File: config.mk
export PLATFORM = sky130hd
export DESIGN_NAME = axi_r_slice
export DESIGN_NICKNAME = d
export VERILOG_FILES = /design/src/rtl/axi_slice_pkg.sv /design/src/rtl/axi_r_slice_err_cnt.sv /design/src/rtl/axi_r_slice.sv
export SDC_FILE = /design/constraint.sdc
export NUM_CORES = 1
export LEC_CHECK = 0
export CAP_MARGIN = 20
export CORE_ASPECT_RATIO = 0.9
export CORE_MARGIN = 8
export CORE_UTILIZATION = 47
export CTS_CLUSTER_SIZE = 24
export DETAILED_ROUTE_END_ITERATION = 7
export HOLD_SLACK_MARGIN = 0.08
export PLACE_DENSITY = 0.87
export RECOVER_POWER = 50
export SLEW_MARGIN = 30
export SYNTH_ARGS = -nofsm -noshare
export SYNTH_HDL_FRONTEND = slang
export SYNTH_SLANG_ARGS = --single-unit
File: constraint.sdc
create_clock -name clk_i -period 7.6 [get_ports clk_i]
set_input_delay 1.14 -clock clk_i [delete_from_list [all_inputs] [get_ports clk_i]]
set_output_delay 1.14 -clock clk_i [all_outputs]
set_load 0.02 [all_outputs]
File: src/rtl/axi_slice_pkg.sv
// axi_slice_pkg -- shared definitions for the AXI channel slices.
// Holds the RRESP encodings, the spill-register state enum and a small
// response-classification helper.
package axi_slice_pkg;

  localparam logic [1:0] RESP_OKAY   = 2'b00;
  localparam logic [1:0] RESP_EXOKAY = 2'b01;
  localparam logic [1:0] RESP_SLVERR = 2'b10;
  localparam logic [1:0] RESP_DECERR = 2'b11;

  // EMPTY: no beat held; HALF: output entry A full; FULL: A and skid B full
  typedef enum logic [1:0] {
    ST_EMPTY = 2'b00,
    ST_HALF  = 2'b01,
    ST_FULL  = 2'b10
  } slice_state_e;

  // SLVERR and DECERR both have bit 1 set; OKAY/EXOKAY do not
  function automatic logic resp_is_err(input logic [1:0] resp);
    return resp[1];
  endfunction

endpackage

File: src/rtl/axi_r_slice_err_cnt.sv
// axi_r_slice_err_cnt -- saturating error-beat counter for axi_r_slice.
// A clear takes priority but a simultaneous error still counts, so the
// result of clear+error is 1. err_o is registered alongside the count.
module axi_r_slice_err_cnt #(
  parameter int unsigned CNT_WIDTH = 8
) (
  input  logic                 clk_i,
  input  logic                 rst_ni,
  input  logic                 clr_i,
  input  logic                 inc_i,
  output logic [CNT_WIDTH-1:0] cnt_o,
  output logic                 err_o
);

  localparam logic [CNT_WIDTH-1:0] CNT_ZERO = {CNT_WIDTH{1'b0}};
  localparam logic [CNT_WIDTH-1:0] CNT_MAX  = {CNT_WIDTH{1'b1}};
  localparam logic [CNT_WIDTH-1:0] CNT_ONE  = CNT_WIDTH'(1'b1);

  logic [CNT_WIDTH-1:0] cnt_r;
  logic [CNT_WIDTH-1:0] cnt_next_s;
  logic                 err_r;

  // Next count: clear (optionally seeded by this cycle's error), else saturating increment
  always_comb begin
    cnt_next_s = cnt_r;
    if (clr_i) begin
      if (inc_i) begin
        cnt_next_s = CNT_ONE;
      end else begin
        cnt_next_s = CNT_ZERO;
      end
    end else if (inc_i && (cnt_r != CNT_MAX)) begin
      cnt_next_s = cnt_r + CNT_ONE;
    end else begin
      cnt_next_s = cnt_r;
    end
  end

  // Count and non-zero flag are registered together so they never disagree
  always_ff @(posedge clk_i or negedge rst_ni) begin
    if (!rst_ni) begin
      cnt_r <= CNT_ZERO;
      err_r <= 1'b0;
    end else begin
      cnt_r <= cnt_next_s;
      err_r <= (cnt_next_s != CNT_ZERO);
    end
  end

  assign cnt_o = cnt_r;
  assign err_o = err_r;

endmodule

File: src/rtl/axi_r_slice.sv
// axi_r_slice -- AXI read-data channel spill register (two entries).
// Entry A drives master_*; entry B catches the one beat that can arrive
// while downstream stalls, so slave_ready_o comes straight from a flop and
// never depends combinationally on master_ready_i. Full throughput is kept
// while master_ready_i stays high.
// Optional feature: define AXI_R_SLICE_ERR_CNT_EN to count SLVERR/DECERR
// beats handed downstream; otherwise err_cnt_o/err_o are tied low.
module axi_r_slice
  import axi_slice_pkg::*;
#(
  parameter int unsigned ID_WIDTH      = 4,
  parameter int unsigned DATA_WIDTH    = 64,
  parameter int unsigned USER_WIDTH    = 6,
  parameter int unsigned ERR_CNT_WIDTH = 8
) (
  input  logic                     clk_i,
  input  logic                     rst_ni,
  input  logic                     slave_valid_i,
  input  logic [DATA_WIDTH-1:0]    slave_data_i,
  input  logic [1:0]               slave_resp_i,
  input  logic [USER_WIDTH-1:0]    slave_user_i,
  input  logic [ID_WIDTH-1:0]      slave_id_i,
  input  logic                     slave_last_i,
  output logic                     slave_ready_o,
  output logic                     master_valid_o,
  output logic [DATA_WIDTH-1:0]    master_data_o,
  output logic [1:0]               master_resp_o,
  output logic [USER_WIDTH-1:0]    master_user_o,
  output logic [ID_WIDTH-1:0]      master_id_o,
  output logic                     master_last_o,
  input  logic                     master_ready_i,
  input  logic                     clr_err_i,
  output logic [ERR_CNT_WIDTH-1:0] err_cnt_o,
  output logic                     err_o
);

  localparam int unsigned PAYLOAD_W = DATA_WIDTH + 2 + USER_WIDTH + ID_WIDTH + 1;

  slice_state_e         state_r;
  logic                 slave_ready_r;
  logic                 master_valid_r;
  logic [PAYLOAD_W-1:0] entry_a_r;
  logic [PAYLOAD_W-1:0] entry_b_r;
  logic [PAYLOAD_W-1:0] slave_payload_s;
  logic                 accept_s;
  logic                 drain_s;
  logic                 load_a_s;
  logic                 a_from_b_s;
  logic                 load_b_s;

  assign slave_payload_s = {slave_data_i, slave_resp_i, slave_user_i, slave_id_i, slave_last_i};
  assign accept_s        = slave_valid_i & slave_ready_r;
  assign drain_s         = master_valid_r & master_ready_i;

  // Entry load enables: where an accepted beat lands and when B refills A
  always_comb begin
    load_a_s   = 1'b0;
    a_from_b_s = 1'b0;
    load_b_s   = 1'b0;
    case (state_r)
      ST_EMPTY: begin
        if (accept_s) begin
          load_a_s = 1'b1;
        end else begin
          load_a_s = 1'b0;
        end
      end
      ST_HALF: begin
        if (accept_s && drain_s) begin
          load_a_s = 1'b1;
        end else if (accept_s) begin
          load_b_s = 1'b1;
        end else begin
          load_b_s = 1'b0;
        end
      end
      ST_FULL: begin
        if (drain_s) begin
          a_from_b_s = 1'b1;
        end else begin
          a_from_b_s = 1'b0;
        end
      end
      default: begin
        load_a_s   = 1'b0;
        a_from_b_s = 1'b0;
        load_b_s   = 1'b0;
      end
    endcase
  end

  // Occupancy FSM with registered ready/valid handshake outputs
  always_ff @(posedge clk_i or negedge rst_ni) begin
    if (!rst_ni) begin
      state_r        <= ST_EMPTY;
      slave_ready_r  <= 1'b1;
      master_valid_r <= 1'b0;
    end else begin
      case (state_r)
        ST_EMPTY: begin
          if (accept_s) begin
            state_r        <= ST_HALF;
            slave_ready_r  <= 1'b1;
            master_valid_r <= 1'b1;
          end else begin
            state_r        <= ST_EMPTY;
            slave_ready_r  <= 1'b1;
            master_valid_r <= 1'b0;
          end
        end
        ST_HALF: begin
          if (accept_s && !drain_s) begin
            state_r        <= ST_FULL;
            slave_ready_r  <= 1'b0;
            master_valid_r <= 1'b1;
          end else if (drain_s && !accept_s) begin
            state_r        <= ST_EMPTY;
            slave_ready_r  <= 1'b1;
            master_valid_r <= 1'b0;
          end else begin
            state_r        <= ST_HALF;
            slave_ready_r  <= 1'b1;
            master_valid_r <= 1'b1;
          end
        end
        ST_FULL: begin
          if (drain_s) begin
            state_r        <= ST_HALF;
            slave_ready_r  <= 1'b1;
            master_valid_r <= 1'b1;
          end else begin
            state_r        <= ST_FULL;
            slave_ready_r  <= 1'b0;
            master_valid_r <= 1'b1;
          end
        end
        default: begin
          state_r        <= ST_EMPTY;
          slave_ready_r  <= 1'b1;
          master_valid_r <= 1'b0;
        end
      endcase
    end
  end

  // Output entry A: new beat on accept, or the skid beat when B moves forward
  always_ff @(posedge clk_i) begin
    if (load_a_s) begin
      entry_a_r <= slave_payload_s;
    end else if (a_from_b_s) begin
      entry_a_r <= entry_b_r;
    end else begin
      entry_a_r <= entry_a_r;
    end
  end

  // Skid entry B: only captures a beat accepted while A is stalled
  always_ff @(posedge clk_i) begin
    if (load_b_s) begin
      entry_b_r <= slave_payload_s;
    end else begin
      entry_b_r <= entry_b_r;
    end
  end

  assign slave_ready_o  = slave_ready_r;
  assign master_valid_o = master_valid_r;
  assign {master_data_o, master_resp_o, master_user_o, master_id_o, master_last_o} = entry_a_r;

`ifdef AXI_R_SLICE_ERR_CNT_EN
  logic err_inc_s;

  assign err_inc_s = drain_s & resp_is_err(master_resp_o);

  axi_r_slice_err_cnt #(
    .CNT_WIDTH (ERR_CNT_WIDTH)
  ) u_err_cnt (
    .clk_i  (clk_i),
    .rst_ni (rst_ni),
    .clr_i  (clr_err_i),
    .inc_i  (err_inc_s),
    .cnt_o  (err_cnt_o),
    .err_o  (err_o)
  );
`else
  logic unused_clr_err_s;

  assign unused_clr_err_s = clr_err_i;
  assign err_cnt_o        = {ERR_CNT_WIDTH{1'b0}};
  assign err_o            = 1'b0;
`endif

endmodule

; ---- After elaboration in Yosys (flattened, before gate mapping)
; Index checks and enable logic that the tools add are counted.
[word_totals]
elab_cells = 35
register_bits = 158
[classes]
n_mux = 19
n_reduce_logical = 7
n_bitwise = 2
eq_ne = 2
[ops]
columns = op, count
row1 = $mux W77, 2
row2 = $mux W1, 11
row3 = $pmux W2 S3, 1
row4 = $mux W2, 2
row5 = $pmux W1 S2, 2
row6 = $logic_and A1 B1 Y1, 3
row7 = $pmux W1 S3, 1
row8 = $and A1 B1 Y1, 2
row9 = $eq A2 B1 Y1 const B, 1
row10 = $eq A2 B2 Y1 const B, 1
row11 = $logic_not A1 Y1, 2
row12 = $logic_not A2 Y1, 1
row13 = $reduce_bool A2 Y1, 1

; ---- Longest topological paths before layout
[logic_depth]
depth_word = 6
mapped_depth = 8
ltp_nobuf = 5

; ---- Worst setup path before layout
; No wires, ideal clock.
[synth_path]
kind = input port to flip-flop
startpoint = in master_ready_i
endpoint = reg entry_b_r[0] (enable)
t_arrival_ns = 7.030
path_slack_ns = -0.052
path_stages = 3
setup_time_ns = 0.623
n_path_buf = 1
path_cell_list = and2_1 -> clkbuf_1 -> nor3b_1
[synth_via]
elab_chain_len = 4
[synth_lines]
columns = item, line_no
row1 = from (decl), axi_r_slice.sv:31  ; input logic master_ready_i,
row2 = $and A1 B1 Y1, axi_r_slice.sv:53  ; assign drain_s = master_valid_r & master_ready_i;
row3 = $logic_and A1 B1 Y1, axi_r_slice.sv:69  ; if (accept_s && drain_s) begin
row4 = $mux W1, axi_r_slice.sv:69
row5 = $mux W1, axi_r_slice.sv:60  ; case (state_r)
row6 = net load_b_s, axi_r_slice.sv:49  ; logic load_b_s;
row7 = to (signal assigned), axi_r_slice.sv:160  ; entry_b_r <= slave_payload_s;
row8 = to (signal assigned), axi_r_slice.sv:162  ; entry_b_r <= entry_b_r;
row9 = to (decl), axi_r_slice.sv:43  ; logic [PAYLOAD_W-1:0] entry_b_r;
; The timed path passes the listed nets, and every way through them passes these cells.
; A chain may end at the register's enable or synchronous reset.

; ---- Worst setup path in the final report
[layout_path]
startpoint = in master_ready_i
endpoint = reg entry_a_r[5] (data pin)
[layout_via]
elab_chain_len = 5
[layout_lines]
columns = item, line_no
row1 = $and A1 B1 Y1, axi_r_slice.sv:53
row2 = $logic_and A1 B1 Y1, axi_r_slice.sv:69
row3 = $mux W1, axi_r_slice.sv:69
row4 = $pmux W1 S2, axi_r_slice.sv:60
row5 = $mux W77, axi_r_slice.sv:148  ; if (load_a_s) begin
row6 = to (signal assigned), axi_r_slice.sv:149  ; entry_a_r <= slave_payload_s;
row7 = to (signal assigned), axi_r_slice.sv:151  ; entry_a_r <= entry_b_r;
row8 = to (signal assigned), axi_r_slice.sv:153  ; entry_a_r <= entry_a_r;
row9 = to (decl), axi_r_slice.sv:42  ; logic [PAYLOAD_W-1:0] entry_a_r;
; Every way passes these cells.

==> reports/qor.yml <==
clock_network:
  clock_sinks: 158
  htreeDepth: 4
  clkTransAtPathRegs_ns: 0.06
  cts_tree: "done"
  cts_max_path_buffers: 2
  cts_setup_buffers: 0
  hold_buffers: 0
  clock_latency_ns: 0.42
  cts-root-buf: "clkbuf_16"
  cts_made_buffers: 17
  post_cts_resized: 0
logic_synthesis:
  synth_most_common_cell: "edfxtp_1"
  yosysSeqAreaShare: 0.791
  synth_warnings: 0
  syn_inst: 280
  synth_cell_types: 22
  yosysTopAreaCell: "edfxtp_1"
  synth_edf_count: 154
  synth_area_um2: 5970
  yosysTopAreaCellShare: 0.775
  synth_commonest_cells: "edfxtp_1, mux2_2, mux2_4"
  yosys-top-cells-area: "edfxtp_1, mux2_2, mux2_4"
  synth_ff_type: "edfxtp_1"
  async_flop_share: 0.0253
  syn_area_per_cell_um2: 21.3
  ys_ff_latch: 158
place:
  dp_hpwl_um: 8290
  gp_congestion: 0.755
  post_dp_cell_area_um2: 7700
  io_buffers: 159
detailed_routing:
  first_iter_violations: 193
  vias: 3048
  first_pass_iters: 4
  wirelength_um: 12100
  detail-route-antenna-nets: 0
  drc: 0
  routedWlPerCell_um: 19.4
  avgViaCountPerCell: 4.86
worst_setup_path:
  cp-start-kind: "input pin"
  crit_fanout: 41
  end_kind: "flip-flop"
  worstPathRequired_ns: 7.76
  critPathKind: "input pin to flip-flop"
  r2r_start: "state_r[1]"
  arrival_ns: 3.58
  critPathLaunch: "master_ready_i"
pwr:
  peakVddDrop_uv: 217
  finalPower_mw: 2.99
  p_leak_nw: 2.94
  cellPowerDensity_nw_per_um2: 361
timing:
  fin_tns_setup_ns: 0
  fin_worst_skew_ns: 0.0120
  finalCritPeriodShare: 0.450
  setup_violations: 0
  finalHoldViolCount: 0
  tightest_slew_ns: 0.717
  fmax_mhz: 292
  fin_crit_ns: 3.42
  maxSlewViolCount: 0
  relSlewSlack: 0.522
  rsz0062_at_grt: "false"
hold_path:
  holdCritPathClass: "flip-flop to flip-flop"
  hold_path.startpoint: "entry_b_r[44]"
floorplan:
  die_w_um: 135
  fp.dieH_um: 123
  start_util: 0.476
  pin_count: 170
  dieArea_um2: 16600
  core_area_um2: 12500
  fp-row-count: 39
final_layout:
  nets: 536
  utilization: 0.660
  fin_area_um2: 8280
  drive_gt1_frac: 0.236
  syn_to_final_growth_pct: 38.7
run:
  max_cap_violations: 0
global_route:
  grt_overflow_total: 0
  grt_max_degree: 78
  antenna_found_initial: 1
  grt_usage: 0.148
  grt_pass1_vias: 3317
  grt_pass1_wl_um: 18300
status:
  status: "finished clean"
==> critical path, cell delays in order <==
cell and delay, ns:
dlygate4sd3_1 0.56, a31oi_1 0.23, or2_4 0.53, buf_4 0.62
mux2_2 0.41
==> cell type report <==
cell class / instances / area [um2]
tap: 164 / 205
antenna: 1 / 2.50
clock buffer: 21 / 440
clock inverter: 11 / 143
sequential: 158 / 4730
multi-input combinational: 108 / 1140
timing repair buffer: 161 / 1610
fill: 811 / 4260
inverter: 3 / 11.3
==> state kept, by name (all words and copies together), names as in the netlist <==
name / cells
entry_a_r: 77
slave_ready_o: 1
master_valid_o: 1
state_r: 2
entry_b_r: 77
==> cells by family (layout without fill, tap and decap cells) <==
group	after synthesis	in the layout	synth area share
other	1	10	0.000628
buffers and inverters	22	196	0.0256
multiplexers	77	77	0.157
AO/OA/AOI/OAI	7	7	0.00650
AND/OR/NAND/NOR	10	10	0.00817
adder cells (fa/ha/maj)	5	5	0.0105
flip-flops	158	158	0.791
==> path summary, 6_finish.rpt <==
check	end	slack, ns	cells after the start
setup / recovery	entry_a_r[5]	4.18	5
hold / removal	entry_a_r[44]	0.54	1
setup reg to reg	entry_a_r[5]	4.75	6
hold reg to reg	entry_a_r[44]	0.54	1
max in group asynchronous	slave_ready_o	6.35	1
min in group asynchronous	state_r[1]	1.01	1
==> cells in the final DEF (no fill, tap or decap), types with 4 or more instances in the layout <==
cell             n
clkbuf_1         4
clkbuf_16       17
clkinvlp_4       4
conb_1           9
dlygate4sd3_1  157
edfxtp_1       154
ha_1             5
mux2_2          58
mux2_4          19
==> per-stage QoR <==
| step | worst slack [ns] | hold WS (ns) | std cells |
|---|---|---|---|
| final | 4.18 | 0.544 | 627 |
| after global routing | 4.11 | 0.560 | 627 |
| after CTS | 4.31 | 0.548 | 626 |
| after detailed placement | 3.85 | 0.531 | 594 |
| after global placement | 3.96 | 0.528 | 594 |
| after floorplan | 2.67 | 0.523 | 288 |
==> where the power goes <==
group,leakage (nW),switching (mW),internal [mW]
Combinational,1.20,0.475,0.374
Sequential,1.47,0.0549,1.25
Clock,0.271,0.320,0.514
Total,2.94,0.850,2.14
==> routing by layer <==
metal | track usage | vias up | share of wire
met5 | 0 | - | 0
met4 | 0.0547 | 0 | 0.0096
met3 | 0.0686 | 8 | 0.079
met2 | 0.249 | 113 | 0.53
met1 | 0.161 | 1498 | 0.38
li1 | - | 1429 | -
Power figures use the tool's default switching activity.
